### src/rtl/midi_pkg.sv
// midi_pkg: constants and types shared by the MIDI input path.
//   MIDI_BAUD        nominal MIDI line rate
//   MIDI_RT_MIN      first System Real-Time status byte
//   NOTE_OFF/NOTE_ON/CTRL_CHANGE  status nibbles used by the decoder
//   uart_rx_state_t  receiver FSM states
package midi_pkg;

  localparam int         MIDI_BAUD   = 31_250;
  localparam logic [7:0] MIDI_RT_MIN = 8'hF8;

  localparam logic [3:0] NOTE_OFF    = 4'h8;
  localparam logic [3:0] NOTE_ON     = 4'h9;
  localparam logic [3:0] CTRL_CHANGE = 4'hB;

  typedef enum logic [2:0] {
    WAIT_HIGH,
    IDLE,
    START,
    DATA,
    STOP
  } uart_rx_state_t;

  // System Real-Time bytes (clock, start, stop, active sensing, ...)
  function automatic logic is_realtime(input logic [7:0] b);
    return b >= MIDI_RT_MIN;
  endfunction

endpackage

### src/rtl/sync_2ff.sv
// sync_2ff: two-flop synchroniser for one asynchronous input.
//   clk     system clock
//   reset   synchronous, active-high; both flops load RESET_VAL
//   line    asynchronous input
//   synced  input re-timed to clk, two cycles late
module sync_2ff #(
  parameter logic RESET_VAL = 1'b1
) (
  input  logic clk,
  input  logic reset,
  input  logic line,
  output logic synced
);

  logic meta_reg;
  logic sync_reg;

  always_ff @(posedge clk) begin
    if (reset) begin
      meta_reg <= RESET_VAL;
      sync_reg <= RESET_VAL;
    end else begin
      meta_reg <= line;
      sync_reg <= meta_reg;
    end
  end

  assign synced = sync_reg;

endmodule

### src/rtl/midi_uart_rx.sv
// midi_uart_rx: 8N1 receiver for the MIDI input line.
//   clk            system clock
//   reset          synchronous, active-high
//   midi_rx        asynchronous serial line, idle high
//   MIDIbyte       last accepted byte, held until the next one
//   ready          one-cycle pulse: MIDIbyte newly valid
//   framing_error  one-cycle pulse: stop bit sampled low
//   busy           FSM is anywhere but IDLE
module midi_uart_rx
  import midi_pkg::*;
#(
  parameter int CLK_FREQ_HZ     = 50_000_000,
  parameter int BAUD_RATE       = MIDI_BAUD,
  parameter bit FILTER_REALTIME = 1'b1
) (
  input  logic       clk,
  input  logic       reset,
  input  logic       midi_rx,
  output logic [7:0] MIDIbyte,
  output logic       ready,
  output logic       framing_error,
  output logic       busy
);

  localparam int CLKS_PER_BIT = CLK_FREQ_HZ / BAUD_RATE;
  localparam int CNT_W        = $clog2(CLKS_PER_BIT);
  localparam logic [CNT_W-1:0] HALF_LOAD = CNT_W'(CLKS_PER_BIT / 2 - 1);
  localparam logic [CNT_W-1:0] FULL_LOAD = CNT_W'(CLKS_PER_BIT - 1);

  generate
    if (CLKS_PER_BIT < 4) begin : g_rate_check
      $error("midi_uart_rx: CLKS_PER_BIT must be at least 4");
    end
  endgenerate

  logic rx_s;

  sync_2ff #(.RESET_VAL(1'b1)) u_sync (
    .clk    (clk),
    .reset  (reset),
    .line   (midi_rx),
    .synced (rx_s)
  );

  uart_rx_state_t   state_reg, state_next;
  logic [CNT_W-1:0] cnt_reg, cnt_next;
  logic [2:0]       idx_reg, idx_next;
  logic [7:0]       sh_reg, sh_next;
  logic [7:0]       byte_reg, byte_next;
  logic             ready_reg, ready_next;
  logic             fe_reg, fe_next;
  // The synchroniser leaves reset holding 1 for two cycles regardless of
  // the real line level, so WAIT_HIGH ignores rx_s until it has flushed.
  // Otherwise a line held low through reset would look like a fresh start.
  logic [1:0]       settle_reg;

  always_ff @(posedge clk) begin
    if (reset) begin
      state_reg  <= WAIT_HIGH;
      cnt_reg    <= '0;
      idx_reg    <= '0;
      sh_reg     <= '0;
      byte_reg   <= '0;
      ready_reg  <= 1'b0;
      fe_reg     <= 1'b0;
      settle_reg <= 2'd2;
    end else begin
      state_reg <= state_next;
      cnt_reg   <= cnt_next;
      idx_reg   <= idx_next;
      sh_reg    <= sh_next;
      byte_reg  <= byte_next;
      ready_reg <= ready_next;
      fe_reg    <= fe_next;
      if (settle_reg != 2'd0) settle_reg <= settle_reg - 2'd1;
    end
  end

  always_comb begin
    state_next = state_reg;
    cnt_next   = cnt_reg;
    idx_next   = idx_reg;
    sh_next    = sh_reg;
    byte_next  = byte_reg;
    ready_next = 1'b0;
    fe_next    = 1'b0;

    case (state_reg)
      WAIT_HIGH: begin
        if (settle_reg == 2'd0 && rx_s) state_next = IDLE;
      end

      IDLE: begin
        if (!rx_s) begin
          cnt_next   = HALF_LOAD;
          state_next = START;
        end
      end

      // Half a bit later the line must still be low, else it was a glitch.
      START: begin
        if (cnt_reg != '0) begin
          cnt_next = cnt_reg - CNT_W'(1);
        end else if (!rx_s) begin
          cnt_next   = FULL_LOAD;
          idx_next   = 3'd0;
          state_next = DATA;
        end else begin
          state_next = IDLE;
        end
      end

      DATA: begin
        if (cnt_reg != '0) begin
          cnt_next = cnt_reg - CNT_W'(1);
        end else begin
          sh_next  = {rx_s, sh_reg[7:1]};
          cnt_next = FULL_LOAD;
          if (idx_reg == 3'd7) state_next = STOP;
          else                 idx_next   = idx_reg + 3'd1;
        end
      end

      // Returning to IDLE at the stop mid-sample leaves half a bit of
      // margin before a back-to-back start edge can arrive.
      STOP: begin
        if (cnt_reg != '0) begin
          cnt_next = cnt_reg - CNT_W'(1);
        end else if (rx_s) begin
          if (!(FILTER_REALTIME && is_realtime(sh_reg))) begin
            byte_next  = sh_reg;
            ready_next = 1'b1;
          end
          state_next = IDLE;
        end else begin
          fe_next    = 1'b1;
          state_next = WAIT_HIGH;
        end
      end

      default: state_next = WAIT_HIGH;
    endcase
  end

  assign MIDIbyte      = byte_reg;
  assign ready         = ready_reg;
  assign framing_error = fe_reg;
  assign busy          = (state_reg != IDLE);

endmodule

### config.mk
export PLATFORM = sky130hd
export DESIGN_NAME = midi_uart_rx
export DESIGN_NICKNAME = d
export VERILOG_FILES = /design/src/rtl/midi_pkg.sv /design/src/rtl/sync_2ff.sv /design/src/rtl/midi_uart_rx.sv
export SDC_FILE = /design/constraint.sdc
export NUM_CORES = 1
export LEC_CHECK = 0
export ABC_CLOCK_PERIOD_IN_PS = 2300
export CAP_MARGIN = 20
export CELL_PAD_IN_SITES_DETAIL_PLACEMENT = 1
export CELL_PAD_IN_SITES_GLOBAL_PLACEMENT = 1
export CORE_ASPECT_RATIO = 2
export CORE_MARGIN = 2
export CORE_UTILIZATION = 45
export DETAILED_ROUTE_END_ITERATION = 16
export HOLD_SLACK_MARGIN = 0.03
export PLACE_DENSITY = 0.77
export SYNTH_ARGS = -nofsm -noshare
export SYNTH_HDL_FRONTEND = slang
export SYNTH_SLANG_ARGS = --single-unit
### constraint.sdc
create_clock -name clk -period 2.3 [get_ports clk]
set_clock_uncertainty 0.2 [all_clocks]
set_input_delay 0.69 -clock clk [delete_from_list [all_inputs] [get_ports clk]]
set_output_delay 0.69 -clock clk [all_outputs]
set_load 0.01 [all_outputs]
==> flow_summary_export.csv, run 1 <==
group,metric,value,unit
worst_setup_path,crit_path_cell_trace,"inv_1, ha_1, nor4b_2, buf_4, and3_4, nand3_1, o311ai_0, nor3_1",
routing,ant_nets,0,
logic_synthesis,synth_seq_area_share,40.0,%
global_route,antenna_found_initial,0,
logic_synthesis,synth_cell_types,49,
clock_tree,cts-buffers-inserted,5,
final_layout,largest_register_ffs,11,
floorplanning,start_util,47.2,%
global_route,grt_overflow,0,
placement,pre_cts_slack,0.0142,ns
logic_synthesis,synth_compound_area_share,18.7,%
floorplanning,ios,14,
final_layout,fin_nets,241,
worst_setup_path,end_kind,"flop",
routing,wl_per_cell,18.5,um
floorplanning,die_h,97.1,um
logic_synthesis,synth_edf_count,0,
worst_setup_path,crit_arrival,2.18,ns
clock_tree,insertion_delay,0.29,ns
logic_synthesis,syn_area,1950,um^2
logic_synthesis,ys_ff_latch,39,
placement,place_congestion,0.914,
timing,slew_violations,0,
logic_synthesis,synth_ff_type,"dfxtp_1",
timing,setup_ws,0.131,ns
logic_synthesis,syn-instance-count,209,
worst_setup_path,cp_num_buf_inv,2,
placement,dp_hpwl,3920,um
routing,firstDrtPassIters,4,
power,power,0.00210,W
floorplanning,die_x,50.6,um
final_layout,syn_to_final_growth,21.5,%
min_path,worstHoldPathType,"flop to flop",
worst_setup_path,crit_family,"simple AND/OR/NAND/NOR gates",
logic_synthesis,syn-num-nets,217,
power,powerDensity,885,nW/um^2
outcome,status,"completed",
clock_tree,cts_max_path_buffers,2,
timing,finalSetupTns,0,ns
worst_setup_path,critical_path_required,2.31,ns
clock_tree,clk_pin_slew,0.07,ns
timing,hold_viol,0,
flow_run,drv_cap,0,
power,vdd.ir_drop.worst,0.466,mV
power,leakage,0.923,nW
placement,io_buffers,13,
logic_synthesis,synth_async_sr_flop_share,0,%
timing,tightest_slew,0.556,ns
logic_synthesis,synth_fa_ha_area_share,3.21,%
logic_synthesis,synth_top_family_by_area,"simple AND/OR/NAND/NOR gates",
final_layout,drive_above_1_share,19.2,%
logic_synthesis,syn_avg_cell_area,9.33,um^2
timing,fin_crit_sh,94.3,%
global_route,first_global_vias,1876,
logic_synthesis,yosysWarnings,0,
logic_synthesis,synth_xor_area_share,1.80,%
clock_tree,postCtsHoldBufs,0,
routing,drc,0,
floorplanning,die_area,4910,um^2
clock_tree,cts_tree,"done",
timing,setup_viol,0,
timing,max_freq,0.461,GHz
timing,period_minus_slack,2.17,ns
routing,drtIter0Drc,39,
global_route,grt_usage,23.6,%
clock_tree,numClockSinks,39,
floorplanning,fp-row-count,33,
logic_synthesis,yosys.area_share.simple,21.0,%
timing,slew_headroom,62.4,%
worst_setup_path,path_class,"flop to flop",
worst_setup_path,crit_path_max_fanout,6,
final_layout,n_antenna_cell,0,
logic_synthesis,yosys-mux-area-fraction,9.24,%
worst_setup_path,cp_slowest_cell,"dfxtp_1",
clock_tree,h-tree-depth,2,
clock_tree,root_buffer,"clkbuf_8",
routing,via_per_inst,5.83,
global_route,grt_first_pass_wirelength,8870,um
worst_setup_path,cpPeakStageDelay,0.40,ns
routing,vias,1667,
routing,wl,5290,um
final_layout,finalCoreUtilization,57.4,%
floorplanning,core,4130,um^2
worst_setup_path,start_kind,"flop",
clock_tree,postCtsSetupRepairBufs,0,
global_route,grt_start_max_net_pins,27,
[through the flow]
| step | instance area, um^2 | instances | hold slack [ns] |
|---|---|---|---|
| floorplan | 1950 | 209 | 0.189 |
| global placement | 2200 | 278 | 0.196 |
| detailed placement | 2200 | 278 | 0.214 |
| CTS | 2340 | 286 | 0.234 |
| global route | 2370 | 286 | 0.247 |
| finish | 2370 | 286 | 0.231 |
[layout by cell type (no fill, tap or decap), types with 2 or more instances in the layout]
cell type / n
dfxtp_1: 38
or3_1: 5
a211oi_1: 4
xnor2_1: 3
mux2i_1: 18
inv_1: 8
or2_2: 3
or3b_2: 2
buf_4: 11
clkdlybuf4s50_1: 12
buf_6: 2
nand3_1: 4
o21ai_0: 9
a2111oi_4: 2
nor3_1: 8
a21oi_1: 15
nand2_1: 11
a31oi_1: 2
nor2_1: 29
nor2b_1: 2
clkbuf_8: 5
buf_12: 2
bufinv_16: 2
ha_1: 5
[worst paths after layout]
| path | startpoint | endpoint | slack (ns) | cells after the start |
|---|---|---|---|---|
| setup reg to reg | cnt_reg[0] | cnt_reg[7] | 0.13 | 8 |
| setup / recovery | cnt_reg[0] | cnt_reg[7] | 0.13 | 8 |
| hold reg to reg | u_sync.meta_reg | u_sync.synced | 0.23 | 1 |
| hold / removal | u_sync.meta_reg | u_sync.synced | 0.23 | 1 |
[cell usage after synthesis, drive strengths merged (2+ instances only)]
master   number  share of area (%)
or2           4                1.3
a2111oi       2                2.8
nand3         5                1.5
or3           5                1.6
a31oi         2               0.64
nor2         29                5.6
o22ai         3                1.7
nor4b         2               0.90
and3          2               0.64
nor3          8                2.1
or3b          2               0.90
nand2        11                2.1
clkbuf        5                2.0
mux2i        18                9.2
nor3b         2                1.3
xnor2         3                1.3
o21ai        10                2.8
nor2b         2               0.64
dfxtp        39                 40
ha            5                3.2
inv           8                1.5
a211oi        4                1.5
a21oi        16                4.7
buf           6                2.6
[repair_timing]
action | in CTS | in global routing
pin swaps | 1 | 0
resized for setup | 4 | 6
hold endpoints to repair | 0 | 0
setup endpoints to repair | 13 | 28
[final cells by class]
type | count | area [um^2]
well taps | 52 | 65.1
clock buffers | 6 | 72.6
inverters | 8 | 30.0
multi-input cells | 151 | 1090
flip-flops and latches | 39 | 782
fillers | 482 | 1760
clock inverters | 2 | 60.1
repair buffers | 28 | 274
[worst register-to-register path, delay by kind of cell (launching register included)]
family	cells	cell delay, ns
AOI/OAI and AO/OA	1	0.23
adders and majority gates	1	0.22
and+or+nand+nor	4	0.79
DFF	1	0.40
buffers and inverters	2	0.25
[power by group]
group / switching [W] / leakage (nW) / internal (W) / total [W]
clock: 0.000240 / 0.0654 / 0.000434 / 0.000673
combinational: 0.000378 / 0.541 / 0.000274 / 0.000652
sequential: 0.0000504 / 0.316 / 0.000721 / 0.000772
[layer usage]
| metal | global-route usage, % | vias to the layer above | wire length, um |
|---|---|---|---|
| met5 | 0 | - | 0 |
| met4 | 14.3 | 0 | 267 |
| met3 | 4.46 | 25 | 150 |
| met2 | 44.4 | 41 | 3030 |
| met1 | 21.9 | 813 | 1840 |
| li1 | - | 788 | - |
[cell families after synthesis]
logic type / Yosys count
AO/OA/AOI/OAI: 47
XOR/XNOR: 4
adder cells (fa/ha/maj): 5
buffers and inverters: 19
flip-flops: 39
multiplexers: 18
AND/OR/NAND/NOR: 77
Note: power is estimated with default switching activity, not from simulation.
==> inputs of run 2 (changes only) <==
- PLACE_DENSITY: 0.77 -> 0.8
- RECOVER_POWER: unset -> 25
==> flow_summary_export.csv, run 2 (same netlist as run 1, synthesis figures left out) <==
group,metric,value,unit
outcome,status,"completed",
worst_setup_path,cpPeakStageDelay,0.35,ns
routing,via_per_inst,5.87,
floorplanning,die_x,50.6,um
routing,firstDrtPassIters,4,
clock_tree,root_buffer,"clkbuf_8",
clock_tree,cts_tree,"done",
min_path,worstHoldPathCells,1,
routing,vias,1679,
worst_setup_path,r2r_setup_slack,0.08,ns
final_layout,layout_commonest_cell,"dfxtp_1",
worst_setup_path,path_class,"flop to flop",
timing,slew_violations,0,
power,powerDensity,861,nW/um^2
final_layout,drive_above_1_share,20.9,%
global_route,grt_usage,23.8,%
floorplanning,start_util,47.2,%
routing,drc,0,
global_route,first_global_vias,1872,
min_path,worstHoldPathType,"flop to flop",
flow_run,drv_cap,0,
worst_setup_path,cp_num_buf_inv,3,
worst_setup_path,cp.depth,9,
timing,setup_viol,0,
final_layout,n_antenna_cell,0,
worst_setup_path,critical_path_required,2.29,ns
clock_tree,clk_pin_slew,0.08,ns
worst_setup_path,startpoint,"cnt_reg[1]",
timing,fin_crit_sh,96.6,%
timing,max_freq,0.450,GHz
global_route,grt_first_pass_wirelength,8850,um
worst_setup_path,timing.rr.start,"cnt_reg[1]",
final_layout,fin_area,2360,um^2
floorplanning,ios,14,
worst_setup_path,crit_arrival,2.22,ns
placement,place_congestion,0.891,
timing,hold_viol,0,
floorplanning,core,4130,um^2
clock_tree,insertion_delay,0.30,ns
routing,wl_per_cell,18.5,um
worst_setup_path,crit_family,"buffers and inverters",
floorplanning,die_area,4910,um^2
timing,period_minus_slack,2.22,ns
worst_setup_path,cp_slowest_cell,"a311oi_2",
worst_setup_path,crit_path_cell_trace,"inv_1, ha_2, nor4b_4, buf_4, nand3_2, a311oi_2, buf_6, mux2i_2, nor2_1",
worst_setup_path,start_kind,"flop",
worst_setup_path,cp-endpoint,"MIDIbyte[0]",
global_route,antenna_found_initial,0,
worst_setup_path,end_kind,"flop",
routing,drtIter0Drc,22,
timing,hold_ws,0.228,ns
final_layout,fin_nets,241,
power,vdd.ir_drop.worst,0.530,mV
floorplanning,fp-row-count,33,
clock_tree,cts-buffers-inserted,5,
final_layout,mostFrequentLayoutCells,"dfxtp_1 (38), nor2_1 (29), mux2i_1 (16)",
final_layout,syn_to_final_growth,20.8,%
power,leakage,0.929,nW
clock_tree,postCtsHoldBufs,0,
clock_tree,h-tree-depth,2,
placement,dp_hpwl,3750,um
global_route,grt_start_max_net_pins,40,
global_route,grt_overflow,0,
worst_setup_path,rr_worst_depth,9,
routing,ant_nets,0,
worst_setup_path,crit_path_max_fanout,5,
routing,wl,5290,um
placement,dpl_cell_area,2170,um^2
placement,io_buffers,13,
floorplanning,die_h,97.1,um
timing,finalSetupTns,0,ns
clock_tree,cts_max_path_buffers,2,
worst_setup_path,r2r-end,"MIDIbyte[0]",
timing,tightest_slew,0.499,ns
timing,slew_headroom,66.6,%
clock_tree,numClockSinks,39,
final_layout,largest_register_ffs,11,
[run 2: changes by cell type in the layout (fill, tap and decap cells not counted), sizes merged]
cell / previous run / this run
bufinv: 2 / 1
clkinv: 0 / 1
clkdlybuf4s50: 12 / 11
dlygate4sd3: 0 / 1
[run 2: how the worst min path moves through the flow]
stage | from | slack, ns | to
6_report | u_sync.meta_reg | 0.23 | u_sync.synced
4_1_cts | u_sync.meta_reg | 0.23 | u_sync.synced
5_1_grt | u_sync.meta_reg | 0.25 | u_sync.synced
3_3_place_gp | u_sync.meta_reg | 0.20 | u_sync.synced
2_1_floorplan | u_sync.meta_reg | 0.19 | u_sync.synced
3_5_place_dp | u_sync.meta_reg | 0.21 | u_sync.synced
[run 2: what timing repair did]
item,in CTS,in global routing
endpoints found under the setup margin,14,29
gates resized for setup,4,11
pin swaps,0,1
buffers inserted,1,0
gates cloned,0,1
[run 2: through the flow]
| step | utilization (%) | instances | worst slack (ns) | power (W) |
|---|---|---|---|---|
| floorplan | - | 209 | 0.193 | 0.00121 |
| global placement | 52.6 | 276 | -0.0393 | 0.00133 |
| detailed placement | 52.6 | 276 | -0.0845 | 0.00137 |
| CTS | 55.8 | 285 | 0.0227 | 0.00200 |
| global route | 57.1 | 286 | -0.0395 | 0.00213 |
| finish | 57.1 | 286 | 0.0790 | 0.00203 |
[run 2: power by group]
group | total [W] | switching [W] | internal, W
logic | 0.000650 | 0.000375 | 0.000275
registers | 0.000771 | 0.0000498 | 0.000721
clock network | 0.000606 | 0.000255 | 0.000351
[run 2: layer usage]
layer	GRT usage [%]	vias up	wire length, um
met2	43.6	40	3070
li1	-	787	-
met3	4.31	23	127
met1	22.1	829	1820
met5	0	-	0
met4	17.3	0	267
[run 2: worst register-to-register path, delay by kind of cell, from the launching register on]
kind,cells,cell delay [ns]
AO/OA/AOI/OAI,1,0.35
AND/OR/NAND/NOR,3,0.37
flip-flops,1,0.34
buffers and inverters,3,0.44
multiplexers,1,0.21
adder cells (fa/ha/maj),1,0.20
[run 2: area by class of cell]
class                   count  area, um^2
well taps                  52        65.1
clock buffers               6        82.6
flip-flops and latches     39         782
fillers                   473        1770
repair buffers             28         258
multi-input cells         151        1100
clock inverters             2        35.0
inverters                   8        30.0
==> inputs of run 3 (changes only) <==
- ABC_AREA: unset -> 1
- CORE_UTILIZATION: 45 -> 42
- PLACE_DENSITY: 0.8 -> 0.78
==> flow_summary_export.csv, run 3 <==
group,metric,value,unit
timing,fin_crit_sh,89.2,%
logic_synthesis,post-synth-top-count-cell,"dfxtp_1",
floorplanning,die_x,51.6,um
logic_synthesis,synth_cell_types,34,
logic_synthesis,synth_ff_type,"dfxtp_1",
logic_synthesis,yosysTopAreaCell,"dfxtp_1",
logic_synthesis,synth_fa_ha_area_share,3.29,%
routing,wl,4480,um
global_route,grt_first_pass_wirelength,7880,um
floorplanning,die_area,5120,um^2
timing,slew_headroom,48.2,%
worst_setup_path,cp_num_buf_inv,1,
worst_setup_path,path_class,"flop to primary output",
worst_setup_path,crit_arrival,1.16,ns
global_route,grt_start_max_net_pins,22,
clock_tree,root_buffer,"clkbuf_8",
logic_synthesis,syn_area,1900,um^2
worst_setup_path,critical_path_required,1.41,ns
floorplanning,start_util,43.9,%
worst_setup_path,crit_path_cell_trace,"clkdlybuf4s50_1",
timing,period_minus_slack,2.05,ns
logic_synthesis,yosys-mux-area-fraction,0,%
final_layout,n_antenna_cell,0,
global_route,antenna_found_initial,0,
logic_synthesis,syn-instance-count,250,
power,p_int,0.00166,W
routing,wl_per_cell,14.0,um
logic_synthesis,synth_top_family_by_area,"simple AND/OR/NAND/NOR gates",
final_layout,mostFrequentLayoutCells,"dfxtp_1 (37), nor2_1 (37), nand2_1 (33)",
timing,finalSetupTns,0,ns
logic_synthesis,yosys-top-cells-count,"dfxtp_1 (39), nor2_1 (37), nand2_1 (33), a21oi_1 (21)",
routing,drtIter0Drc,16,
power,seqPwrFrac,32.7,%
clock_tree,cts_tree,"done",
final_layout,multiInputGateArea,967,um^2
logic_synthesis,ys_ff_latch,39,
floorplanning,die_h,99.2,um
logic_synthesis,yosys.area_share.simple,30.9,%
final_layout,fin_nets,274,
logic_synthesis,syn-num-nets,258,
power,p_sw,0.00114,W
final_layout,finalCoreUtilization,50.8,%
power,leakage,0.900,nW
worst_setup_path,cp_slowest_cell,"clkdlybuf4s50_1",
logic_synthesis,synth_compound_area_share,16.2,%
routing,vias,1692,
final_layout,seq_area,783,um^2
timing,hold_ws,0.226,ns
worst_setup_path,cpPeakStageDelay,0.53,ns
routing,via_per_inst,5.27,
timing,hold_viol,0,
global_route,first_global_vias,1729,
final_layout,syn_to_final_growth,15.8,%
clock_tree,insertion_delay,0.29,ns
floorplanning,fp-row-count,34,
placement,dp_hpwl,3420,um
final_layout,drive_above_1_share,15.7,%
logic_synthesis,syn_avg_cell_area,7.61,um^2
timing,setup_ws,0.249,ns
logic_synthesis,yosysWarnings,0,
power,powerDensity,1270,nW/um^2
global_route,grt_overflow,0,
floorplanning,core,4340,um^2
clock_tree,h-tree-depth,2,
clock_tree,postCtsSetupRepairBufs,0,
logic_synthesis,synthTopCellsByArea,"dfxtp_1 (41%), nor2_1 (7.3%), nand2_1 (6.5%)",
final_layout,largest_register_ffs,11,
power,power,0.00280,W
timing,rsz0062_at_grt,"no",
logic_synthesis,synth_top_area_share,41.0,%
clock_tree,cts_max_path_buffers,2,
worst_setup_path,crit_path_max_fanout,2,
global_route,grt_usage,20.2,%
timing,tightest_slew,0.777,ns
worst_setup_path,end_kind,"primary output",
power,p_clk_share,24.1,%
power,combPwrFrac,43.2,%
timing,max_freq,0.487,GHz
floorplanning,ios,14,
placement,place_congestion,0.755,
logic_synthesis,synth_seq_area_share,41.0,%
flow_run,drv_cap,0,
final_layout,fill_cells,574,
clock_tree,clk_pin_slew,0.08,ns
timing,slew_violations,0,
logic_synthesis,synth_xor_area_share,0.460,%
logic_synthesis,synth_async_sr_flop_share,0,%
power,vdd.ir_drop.worst,0.658,mV
worst_setup_path,start_kind,"flop",
placement,pre_cts_slack,0.221,ns
power,swShare,40.6,%
logic_synthesis,synth_edf_count,0,
timing,setup_viol,0,
min_path,worstHoldPathType,"flop to flop",
outcome,status,"completed",
clock_tree,numClockSinks,39,
routing,ant_nets,0,
worst_setup_path,crit_family,"buffers and inverters",
routing,drc,0,
placement,io_buffers,13,
routing,firstDrtPassIters,4,
clock_tree,cts-buffers-inserted,5,
[run 3: changes by cell type after synthesis, moves of 4 or more]
cell / before / now
o21ai_0: 9 / 19
nand3_1: 4 / 15
o21ai_1: 0 / 10
nor2_1: 29 / 37
nor3_1: 8 / 2
nand2_1: 11 / 33
nor2_4: 0 / 5
inv_1: 8 / 19
nand2_2: 0 / 6
a21oi_1: 15 / 21
mux2i_1: 18 / 0
or3_1: 5 / 0
nand4_1: 0 / 4
[run 3: worst paths after layout]
kind	startpoint	endpoint	slack [ns]	cells after the start
max reg2reg	cnt_reg[0]	sh_reg[3]	0.39	9
min reg2reg	u_sync.meta_reg	u_sync.synced	0.23	1
max	MIDIbyte[3]	MIDIbyte[3]	0.25	1
min	u_sync.meta_reg	u_sync.synced	0.23	1
[run 3: metal layers]
metal | part of all wire (%) | vias up | track usage [%]
li1 | - | 852 | -
met1 | 38 | 814 | 20.7
met2 | 57 | 16 | 38.0
met3 | 1.5 | 10 | 2.70
met4 | 3.0 | 0 | 9.72
met5 | 0 | - | 0
[run 3: cells by family (layout without fill, tap and decap cells)]
| group | Yosys count | after routing |
|---|---|---|
| adder cells (fa/ha/maj) | 5 | 5 |
| flip-flops | 39 | 39 |
| buffers and inverters | 32 | 49 |
| XOR/XNOR | 1 | 1 |
| AO/OA/AOI/OAI | 57 | 57 |
| AND/OR/NAND/NOR | 116 | 116 |
[run 3: cell type report]
class | instances | area share (%)
Clock buffer | 6 | 3.29
Clock inverter | 2 | 2.72
Inverter | 25 | 4.94
Multi-Input combinational cell | 179 | 43.9
Sequential cell | 39 | 35.5
Tap cell | 54 | 3.06
Timing Repair Buffer | 16 | 6.58
[run 3: through the flow]
| step | instance area [um^2] | instances |
|---|---|---|
| global route | 2200 | 321 |
| CTS | 2210 | 321 |
| finish | 2200 | 321 |
| floorplan | 1900 | 250 |
| detailed placement | 2080 | 313 |
| global placement | 2080 | 313 |
[run 3: power by group through the flow]
stage	registers [W]	logic (W)	clock network, W
CTS	0.000918	0.00124	0.000690
floorplan	0.000913	0.000947	0
detailed placement	0.000931	0.00123	0
global placement	0.000924	0.00119	0
global route	0.000933	0.00138	0.000721
finish	0.000916	0.00121	0.000674
[run 3: what timing repair did]
item | 4_1_cts | 5_1_grt
resized for setup | 3 | 0
hold buffers | 0 | 0
setup endpoints to repair | 1 | 0
